**src/rtl/robot_motion_ctrl_pkg.sv**
```systemverilog
// -----------------------------------------------------------------------------
// robot_motion_ctrl_pkg
// Shared definitions for the robot sprite motion controller and the graphics
// renderer: screen geometry, wall position, sprite size, the command opcode
// encoding and the motion FSM state encoding.
// -----------------------------------------------------------------------------
package robot_motion_ctrl_pkg;

  // Screen and scene geometry (pixels)
  localparam int unsigned DEF_MAX_X      = 32'd640;
  localparam int unsigned DEF_MAX_Y      = 32'd480;
  localparam int unsigned DEF_WALL_X_L   = 32'd30;
  localparam int unsigned DEF_WALL_X_R   = 32'd40;
  localparam int unsigned DEF_ROBOT_SIZE = 32'd16;

  // Command opcode carried on cmd_op
  typedef enum logic [1:0] {
    OP_LEFT  = 2'd0,
    OP_RIGHT = 2'd1,
    OP_UP    = 2'd2,
    OP_DOWN  = 2'd3
  } cmd_op_e;

  // Motion controller FSM states
  typedef enum logic [1:0] {
    ST_IDLE  = 2'd0,
    ST_MOVE  = 2'd1,
    ST_CLEAN = 2'd2,
    ST_DONE  = 2'd3
  } motion_state_e;

endpackage

```
**src/rtl/robot_motion_ctrl_if.sv**
```systemverilog
// -----------------------------------------------------------------------------
// robot_motion_ctrl_if
// Command handshake bundle between a command source (master) and the motion
// controller (slave).
//   cmd_valid  : command offered
//   cmd_op     : move direction (left/right/up/down)
//   cmd_clean  : clean command, cmd_op and cmd_steps are ignored
//   cmd_steps  : number of frame steps for a move (0 is legal)
//   cmd_ready  : controller accepts a command this cycle
// -----------------------------------------------------------------------------
interface robot_motion_ctrl_if;
  import robot_motion_ctrl_pkg::*;

  logic       cmd_valid;
  cmd_op_e    cmd_op;
  logic       cmd_clean;
  logic [5:0] cmd_steps;
  logic       cmd_ready;

  modport master (
    output cmd_valid,
    output cmd_op,
    output cmd_clean,
    output cmd_steps,
    input  cmd_ready
  );

  modport slave (
    input  cmd_valid,
    input  cmd_op,
    input  cmd_clean,
    input  cmd_steps,
    output cmd_ready
  );

endinterface

```
**src/rtl/robot_motion_ctrl_frame_tick.sv**
```systemverilog
// -----------------------------------------------------------------------------
// frame_tick_gen
// Produces exactly one single-cycle tick per video frame, on the rising edge of
// the registered vertical-blank flag (pix_y >= MAX_Y). clk runs at twice the
// pixel rate, so vblank stays high for many cycles; only its rising edge ticks.
// After reset the generator must first see pix_y outside vblank before it can
// tick, so a reset released in the middle of vblank does not produce a tick.
//   clk   : clock
//   rst_n : asynchronous active-low reset
//   pix_y : current pixel row
//   tick  : registered one-cycle frame pulse
// -----------------------------------------------------------------------------
module frame_tick_gen #(
  parameter int unsigned MAX_Y = 32'd480
) (
  input  logic       clk,
  input  logic       rst_n,
  input  logic [9:0] pix_y,
  output logic       tick
);

  localparam logic [9:0] MAX_Y_V = 10'(MAX_Y);

  logic vblank_s;
  logic vblank_d, vblank_q;
  logic armed_d, armed_q;
  logic tick_d, tick_q;

  assign vblank_s = (pix_y >= MAX_Y_V);

  // Next-state for the vblank sample, arm flag and tick pulse
  always_comb begin
    vblank_d = vblank_s;
    // Armed once a non-vblank row has been observed since reset
    armed_d  = armed_q | ~vblank_s;
    // Tick coincides with the first cycle of registered vblank being high
    tick_d   = vblank_s & ~vblank_q & armed_q;
  end

  // Registers for vblank sample, arm flag and tick
  always_ff @(posedge clk or negedge rst_n) begin
    if (!rst_n) begin
      vblank_q <= 1'b0;
      armed_q  <= 1'b0;
      tick_q   <= 1'b0;
    end else begin
      vblank_q <= vblank_d;
      armed_q  <= armed_d;
      tick_q   <= tick_d;
    end
  end

  assign tick = tick_q;

endmodule

```
**src/rtl/robot_motion_ctrl.sv**
```systemverilog
// -----------------------------------------------------------------------------
// robot_motion_ctrl
// Moves a square robot sprite one STEP per video frame according to accepted
// commands, refusing any step that would leave the screen or overlap the wall,
// and runs timed clean commands of CLEAN_FRAMES frames.
//   clock_50   : sole clock
//   reset_n    : asynchronous active-low reset
//   pix_x      : current pixel column (motion is frame-based, not used)
//   pix_y      : current pixel row, used for frame tick detection
//   cmd        : command handshake (slave side)
//   robot_x/y  : registered top-left sprite coordinate
//   busy       : high in every state except IDLE
//   blocked    : one-cycle pulse when a move is aborted by wall or edge
//   clean_done : one-cycle pulse when a clean command finishes
// -----------------------------------------------------------------------------
module robot_motion_ctrl
  import robot_motion_ctrl_pkg::*;
#(
  parameter int unsigned MAX_X        = DEF_MAX_X,
  parameter int unsigned MAX_Y        = DEF_MAX_Y,
  parameter int unsigned WALL_X_L     = DEF_WALL_X_L,
  parameter int unsigned WALL_X_R     = DEF_WALL_X_R,
  parameter int unsigned ROBOT_SIZE   = DEF_ROBOT_SIZE,
  parameter int unsigned STEP         = 32'd4,
  parameter int unsigned CLEAN_FRAMES = 32'd30,
  parameter int unsigned START_X      = 32'd100,
  parameter int unsigned START_Y      = 32'd200
) (
  input  logic                clock_50,
  input  logic                reset_n,
  input  logic [9:0]          pix_x,
  input  logic [9:0]          pix_y,
  robot_motion_ctrl_if.slave  cmd,
  output logic [9:0]          robot_x,
  output logic [9:0]          robot_y,
  output logic                busy,
  output logic                blocked,
  output logic                clean_done
);

  // Geometry in 11-bit signed form so a step past column/row 0 goes negative
  localparam logic signed [10:0] MAX_X_S  = 11'(MAX_X);
  localparam logic signed [10:0] MAX_Y_S  = 11'(MAX_Y);
  localparam logic signed [10:0] WALL_L_S = 11'(WALL_X_L);
  localparam logic signed [10:0] WALL_R_S = 11'(WALL_X_R);
  localparam logic signed [10:0] SIZE_S   = 11'(ROBOT_SIZE);
  localparam logic signed [10:0] STEP_S   = 11'(STEP);
  localparam logic [15:0]        CLEAN_LAST = 16'(CLEAN_FRAMES);
  localparam logic [9:0]         START_X_V  = 10'(START_X);
  localparam logic [9:0]         START_Y_V  = 10'(START_Y);

  motion_state_e      state_d, state_q;
  cmd_op_e            op_d, op_q;
  logic [9:0]         x_d, x_q;
  logic [9:0]         y_d, y_q;
  logic [15:0]        cnt_d, cnt_q;
  logic               blocked_d, blocked_q;
  logic               clean_done_d, clean_done_q;
  logic               ready_d, ready_q;
  logic               busy_d, busy_q;

  logic               frame_tick_s;
  logic signed [10:0] x_s, y_s, nx_s, ny_s;
  logic               step_refused_s;
  logic               unused_pix_x_s;

  assign unused_pix_x_s = ^pix_x;

  frame_tick_gen #(
    .MAX_Y (MAX_Y)
  ) u_frame_tick (
    .clk   (clock_50),
    .rst_n (reset_n),
    .pix_y (pix_y),
    .tick  (frame_tick_s)
  );

  // Candidate next position and the edge/wall legality check for it
  always_comb begin
    x_s  = signed'({1'b0, x_q});
    y_s  = signed'({1'b0, y_q});
    nx_s = x_s;
    ny_s = y_s;
    case (op_q)
      OP_LEFT:  nx_s = x_s - STEP_S;
      OP_RIGHT: nx_s = x_s + STEP_S;
      OP_UP:    ny_s = y_s - STEP_S;
      OP_DOWN:  ny_s = y_s + STEP_S;
      default: begin
        nx_s = x_s;
        ny_s = y_s;
      end
    endcase
    step_refused_s = (nx_s < 11'sd0)
                  || ((nx_s + SIZE_S) > MAX_X_S)
                  || (ny_s < 11'sd0)
                  || ((ny_s + SIZE_S) > MAX_Y_S)
                  || ((nx_s <= WALL_R_S) && ((nx_s + SIZE_S - 11'sd1) >= WALL_L_S));
  end

  // FSM next-state, position/counter updates and pulse generation
  always_comb begin
    state_d      = state_q;
    op_d         = op_q;
    x_d          = x_q;
    y_d          = y_q;
    cnt_d        = cnt_q;
    blocked_d    = 1'b0;
    clean_done_d = 1'b0;
    case (state_q)
      ST_IDLE: begin
        if (cmd.cmd_valid && ready_q) begin
          op_d = cmd.cmd_op;
          if (cmd.cmd_clean) begin
            cnt_d   = 16'd0;
            state_d = ST_CLEAN;
          end else if (cmd.cmd_steps == 6'd0) begin
            cnt_d   = 16'd0;
            state_d = ST_DONE;
          end else begin
            cnt_d   = {10'd0, cmd.cmd_steps};
            state_d = ST_MOVE;
          end
        end else begin
          state_d = ST_IDLE;
        end
      end
      ST_MOVE: begin
        if (frame_tick_s) begin
          if (step_refused_s) begin
            blocked_d = 1'b1;
            cnt_d     = 16'd0;
            state_d   = ST_DONE;
          end else begin
            x_d   = nx_s[9:0];
            y_d   = ny_s[9:0];
            cnt_d = cnt_q - 16'd1;
            if (cnt_q == 16'd1) begin
              state_d = ST_DONE;
            end else begin
              state_d = ST_MOVE;
            end
          end
        end else begin
          state_d = ST_MOVE;
        end
      end
      ST_CLEAN: begin
        if (frame_tick_s) begin
          cnt_d = cnt_q + 16'd1;
          if ((cnt_q + 16'd1) == CLEAN_LAST) begin
            clean_done_d = 1'b1;
            cnt_d        = 16'd0;
            state_d      = ST_DONE;
          end else begin
            state_d = ST_CLEAN;
          end
        end else begin
          state_d = ST_CLEAN;
        end
      end
      ST_DONE: begin
        cnt_d   = 16'd0;
        state_d = ST_IDLE;
      end
      default: begin
        cnt_d   = 16'd0;
        state_d = ST_IDLE;
      end
    endcase
    // Handshake flags follow the state being entered so they are registered
    ready_d = (state_d == ST_IDLE);
    busy_d  = ~ready_d;
  end

  // FSM state register
  always_ff @(posedge clock_50 or negedge reset_n) begin
    if (!reset_n) begin
      state_q <= ST_IDLE;
    end else begin
      state_q <= state_d;
    end
  end

  // Position, command, counter and output flag registers
  always_ff @(posedge clock_50 or negedge reset_n) begin
    if (!reset_n) begin
      op_q         <= OP_LEFT;
      x_q          <= START_X_V;
      y_q          <= START_Y_V;
      cnt_q        <= 16'd0;
      blocked_q    <= 1'b0;
      clean_done_q <= 1'b0;
      ready_q      <= 1'b1;
      busy_q       <= 1'b0;
    end else begin
      op_q         <= op_d;
      x_q          <= x_d;
      y_q          <= y_d;
      cnt_q        <= cnt_d;
      blocked_q    <= blocked_d;
      clean_done_q <= clean_done_d;
      ready_q      <= ready_d;
      busy_q       <= busy_d;
    end
  end

  assign cmd.cmd_ready = ready_q;
  assign robot_x       = x_q;
  assign robot_y       = y_q;
  assign busy          = busy_q;
  assign blocked       = blocked_q;
  assign clean_done    = clean_done_q;

endmodule
```
**src/flat_wrapper.sv**
```systemverilog
// flat-port wrapper written by rule: the top's interface ports become plain ports
module robot_motion_ctrl_flat import robot_motion_ctrl_pkg::*;
#(
  parameter int unsigned MAX_X        = DEF_MAX_X,
  parameter int unsigned MAX_Y        = DEF_MAX_Y,
  parameter int unsigned WALL_X_L     = DEF_WALL_X_L,
  parameter int unsigned WALL_X_R     = DEF_WALL_X_R,
  parameter int unsigned ROBOT_SIZE   = DEF_ROBOT_SIZE,
  parameter int unsigned STEP         = 32'd4,
  parameter int unsigned CLEAN_FRAMES = 32'd30,
  parameter int unsigned START_X      = 32'd100,
  parameter int unsigned START_Y      = 32'd200
)
  (clock_50, reset_n, pix_x, pix_y, robot_x, robot_y, busy, blocked, clean_done, cmd_cmd_valid, cmd_cmd_op, cmd_cmd_clean, cmd_cmd_steps, cmd_cmd_ready);
  robot_motion_ctrl_if cmd_i ();
  input  logic clock_50;
  input  logic reset_n;
  input  logic [9:0] pix_x;
  input  logic [9:0] pix_y;
  output logic [9:0] robot_x;
  output logic [9:0] robot_y;
  output logic busy;
  output logic blocked;
  output logic clean_done;
  input wire logic [$bits(cmd_i.cmd_valid)-1:0] cmd_cmd_valid;
  input wire logic [$bits(cmd_i.cmd_op)-1:0] cmd_cmd_op;
  input wire logic [$bits(cmd_i.cmd_clean)-1:0] cmd_cmd_clean;
  input wire logic [$bits(cmd_i.cmd_steps)-1:0] cmd_cmd_steps;
  output wire logic [$bits(cmd_i.cmd_ready)-1:0] cmd_cmd_ready;
  assign cmd_i.cmd_valid = cmd_cmd_valid;
  assign cmd_i.cmd_op = cmd_cmd_op;
  assign cmd_i.cmd_clean = cmd_cmd_clean;
  assign cmd_i.cmd_steps = cmd_cmd_steps;
  assign cmd_cmd_ready = cmd_i.cmd_ready;
  robot_motion_ctrl #(.MAX_X(MAX_X), .MAX_Y(MAX_Y), .WALL_X_L(WALL_X_L), .WALL_X_R(WALL_X_R), .ROBOT_SIZE(ROBOT_SIZE), .STEP(STEP), .CLEAN_FRAMES(CLEAN_FRAMES), .START_X(START_X), .START_Y(START_Y)) u_core (.clock_50(clock_50), .reset_n(reset_n), .pix_x(pix_x), .pix_y(pix_y), .cmd(cmd_i), .robot_x(robot_x), .robot_y(robot_y), .busy(busy), .blocked(blocked), .clean_done(clean_done));
endmodule
```
**config.mk**
```make
export PLATFORM = sky130hd
export DESIGN_NAME = robot_motion_ctrl_flat
export DESIGN_NICKNAME = d
export VERILOG_FILES = /design/src/rtl/robot_motion_ctrl_pkg.sv /design/src/rtl/robot_motion_ctrl_if.sv /design/src/rtl/robot_motion_ctrl_frame_tick.sv /design/src/rtl/robot_motion_ctrl.sv /design/src/flat_wrapper.sv
export SDC_FILE = /design/constraint.sdc
export NUM_CORES = 1
export LEC_CHECK = 0
export CAP_MARGIN = 20
export CELL_PAD_IN_SITES_DETAIL_PLACEMENT = 1
export CELL_PAD_IN_SITES_GLOBAL_PLACEMENT = 2
export CORE_MARGIN = 5
export CORE_UTILIZATION = 30
export DETAILED_ROUTE_END_ITERATION = 16
export PLACE_DENSITY_LB_ADDON = 0.1
export SYNTH_ARGS = -nofsm -noshare
export SYNTH_HDL_FRONTEND = slang
export SYNTH_SLANG_ARGS = --single-unit
```
**constraint.sdc**
```tcl
create_clock -name clock_50 -period 5.65 [get_ports clock_50]
set_input_delay 1.13 -clock clock_50 [delete_from_list [all_inputs] [get_ports clock_50]]
set_output_delay 1.13 -clock clock_50 [all_outputs]
set_load 0.1 [all_outputs]
```
==> flow_metrics.py <==
metrics = {
    "yosys": {
        "yosys.cell_types.count": 82,
        "synthesis.area_sq_mm": 0.00421,
        "ys_seq_area_frac": 0.258,
        "yosys-top-cells-area": "dfrtp_1 21%, ha_1 7.1%, dfstp_2 4.4%, nor2_1 3.7%, nand2_1 3.4%",
        "synth_top_area_cell": "dfrtp_1",
        "ys.flop_type": "dfrtp_1",
        "synthArstFlopShare": 1.00,
        "synth-edff-count": 0,
        "synth.top_cell.area_share": 0.214,
        "synth.avg_cell_area_sq_um": 8.37,
        "ys_seq_elements": 43,
        "yosys_warnings": 0,
        "synth_cells": 503,
    },
    "global_routing": {
        "grtUsageMet3": 0.0208,
        "grt_overflow_total": 0,
        "grt_start_max_net_pins": 47,
        "grt_use_met2": 0.291,
        "grt_busiest_layer": "met2",
        "antenna_found_initial": 0,
        "globalRouteMet1Util": 0.207,
        "track_usage": 0.165,
        "first_global_vias": 4098,
        "grt_pass1_wl_mm": 21.8,
    },
    "critical_path": {
        "end_kind": "flop",
        "crit_fanout": 8,
        "startpoint_type": "flop",
        "worstSetupPathType": "reg -> reg",
        "required_ps": 5850,
        "cp.arrival_ps": 4800,
    },
    "power": {
        "peakVddDrop_v": 0.000182,
        "power_mw": 0.963,
        "total_leakage_power_nw": 1.91,
        "powerDensity_mw_per_mm2": 198,
    },
    "route": {
        "wirelength_mm": 13.2,
        "drt_first_pass_iters": 4,
        "ant_nets": 0,
        "drc": 0,
        "via_per_inst": 5.52,
        "drt-initial-drc-count": 201,
        "via_count": 3900,
        "wl_per_cell_um": 18.8,
    },
    "die": {
        "start_util": 0.304,
        "die_area_sq_mm": 0.0165,
        "floorplan.core_area_sq_mm": 0.0138,
        "pin_count": 56,
        "die_w_um": 128,
        "rows": 43,
        "die_y_um": 128,
    },
    "placed_design": {
        "portBuffers": 36,
        "place_congestion": 0.843,
        "detailed_place_hpwl_mm": 9.80,
    },
    "timing": {
        "rsz0062_at_grt": "no",
        "finalHoldViolCount": 0,
        "fmax_ghz": 0.217,
        "fin_tns_setup_ps": 0,
        "period_minus_slack_ps": 4610,
        "worstMarginPinSlew_ps": 1010,
        "setup_viol": 0,
        "fin_skew_ps": 6.00,
        "slew_headroom": 0.321,
        "drv_slew": 0,
        "finalCritPeriodShare": 0.815,
    },
    "final_layout": {
        "finalNetCount": 583,
        "seq_area_sq_mm": 0.00108,
        "fillers": 1647,
        "area_delta_synth_final_pct": 15.4,
        "diodes": 0,
        "multi_input_area_sq_mm": 0.00288,
        "utilization": 0.351,
        "layout-drive-gt1-share": 0.103,
    },
    "clock_tree": {
        "numCtsBuffers": 5,
        "post_cts_buffers": 0,
        "ctsHoldBuffers": 0,
        "ctsHtreeMaxLevel": 2,
        "clock-sinks": 43,
        "clockBufferDepth": 2,
        "path_clk_slew_ps": 70,
        "insertion_delay_ps": 300,
        "cts_root_buf": "clkbuf_16",
        "cts_tree": "yes",
        "cts_resized": 0,
    },
    "status": {
        "status": "finished, final reports clean",
    },
    "min_path": {
        "min_path_type": "reg -> reg",
    },
    "run": {
        "drv_cap": 0,
    },
}
## power breakdown
| group | leakage (nW) | total [mW] | switching, mW | internal [mW] |
|---|---|---|---|---|
| Clock | 0.0771 | 0.356 | 0.146 | 0.210 |
| Combinational | 1.31 | 0.199 | 0.114 | 0.0844 |
| Sequential | 0.523 | 0.409 | 0.0727 | 0.336 |
## routing by layer
metal  share of wire  wire length, um
met4           0.019              252
met3           0.020              262
met5               0                0
met1            0.46             6070
met2            0.50             6660
## per-stage QoR
step | setup slack (ps) | std cells | hold WS, ps | instance area [sq um]
floorplan | 1300 | 506 | 383 | 4220
global placement | 1030 | 698 | 394 | 4690
detailed placement | 1010 | 698 | 394 | 4690
CTS | 983 | 706 | 406 | 4860
global route | 640 | 706 | 433 | 4860
finish | 1040 | 706 | 404 | 4860
## area by class of cell
class | instances | share of cell area
Inverter | 26 | 0.0201
Tap cell | 180 | 0.0464
Sequential cell | 43 | 0.223
Clock inverter | 2 | 0.00773
Multi-Input combinational cell | 407 | 0.593
Clock buffer | 6 | 0.0265
Timing Repair Buffer | 42 | 0.0825
## logic make-up after synthesis
logic type	synth area share
buf+inv	0.0601
mux	0.0526
flops	0.258
simple gates	0.239
fa+ha+maj	0.0880
other cells	0.000891
xor+xnor	0.0458
compound gates	0.256
## cell usage in the layout, fill, tap and decap left out, types with 7 or more instances in the layout
cell type	instances
nand4_1	8
mux2_2	9
nand3_1	12
nand2_1	38
dfstp_2	7
dfrtp_1	36
a21o_1	7
nor4_1	10
xnor2_1	16
nor3_1	19
ha_1	24
o21ai_0	21
a211oi_1	8
clkdlybuf4s50_1	35
inv_1	25
or3_1	11
a211o_1	7
a21oi_1	18
nor2_1	42
nor2b_1	11
## cell usage after synthesis, drive strengths merged, types with 3 or more instances
cell type	count
a2111oi	3
a211o	8
a211oi	10
a21o	7
a21oi	20
a221o	5
a221oi	4
a22oi	4
a2bb2oi	3
a311o	3
a31oi	4
and2	5
and3	6
buf	16
clkbuf	14
dfrtp	36
dfstp	7
ha	24
inv	26
maj3	3
mux2	13
mux2i	6
nand2	38
nand2b	6
nand3	13
nand4	8
nor2	42
nor2b	11
nor3	20
nor3b	5
nor4	10
o211ai	6
o21a	5
o21ai	25
o21bai	4
o221ai	3
o311ai	5
o31ai	6
or2	5
or3	11
xnor2	16
xor2	6
## sequential cells by signal, summed over array words and instances, names as in the netlist
name	flops
u_core.blocked	1
u_core.busy	1
u_core.clean_done	1
u_core.cmd.cmd_ready	1
u_core.cnt_q	16
u_core.op_q	2
u_core.robot_x	8
u_core.robot_y	8
u_core.state_q	2
u_core.u_frame_tick.armed_q	1
u_core.u_frame_tick.tick	1
u_core.u_frame_tick.vblank_q	1
## final timing paths
path / from / end / slack (ps) / cells after the start
max in group asynchronous: reset_n / u_core.state_q[0] / 4300 / 2
setup / recovery: u_core.op_q[1] / u_core.robot_y[8] / 1040 / 15
min in group asynchronous: reset_n / u_core.cnt_q[2] / 920 / 2
hold reg to reg: u_core.u_frame_tick.vblank_q / u_core.u_frame_tick.tick / 400 / 1
hold / removal: u_core.u_frame_tick.vblank_q / u_core.u_frame_tick.tick / 400 / 1
setup reg to reg: u_core.op_q[1] / u_core.robot_y[8] / 1040 / 15
## worst max-delay path, stage by stage, from the launching register on
cell      delay [ps]
dfrtp_1          400
inv_2            170
nand2_1          230
ha_1             420
a21oi_2          300
nand2_1          130
a221oi_2         390
ha_1             310
o311ai_1          80
o311ai_1         180
maj3_1           360
o21ai_0          200
o211ai_1         120
a211o_1          300
or3_1            520
mux2_4           360
(Power assumes the default switching activity.)
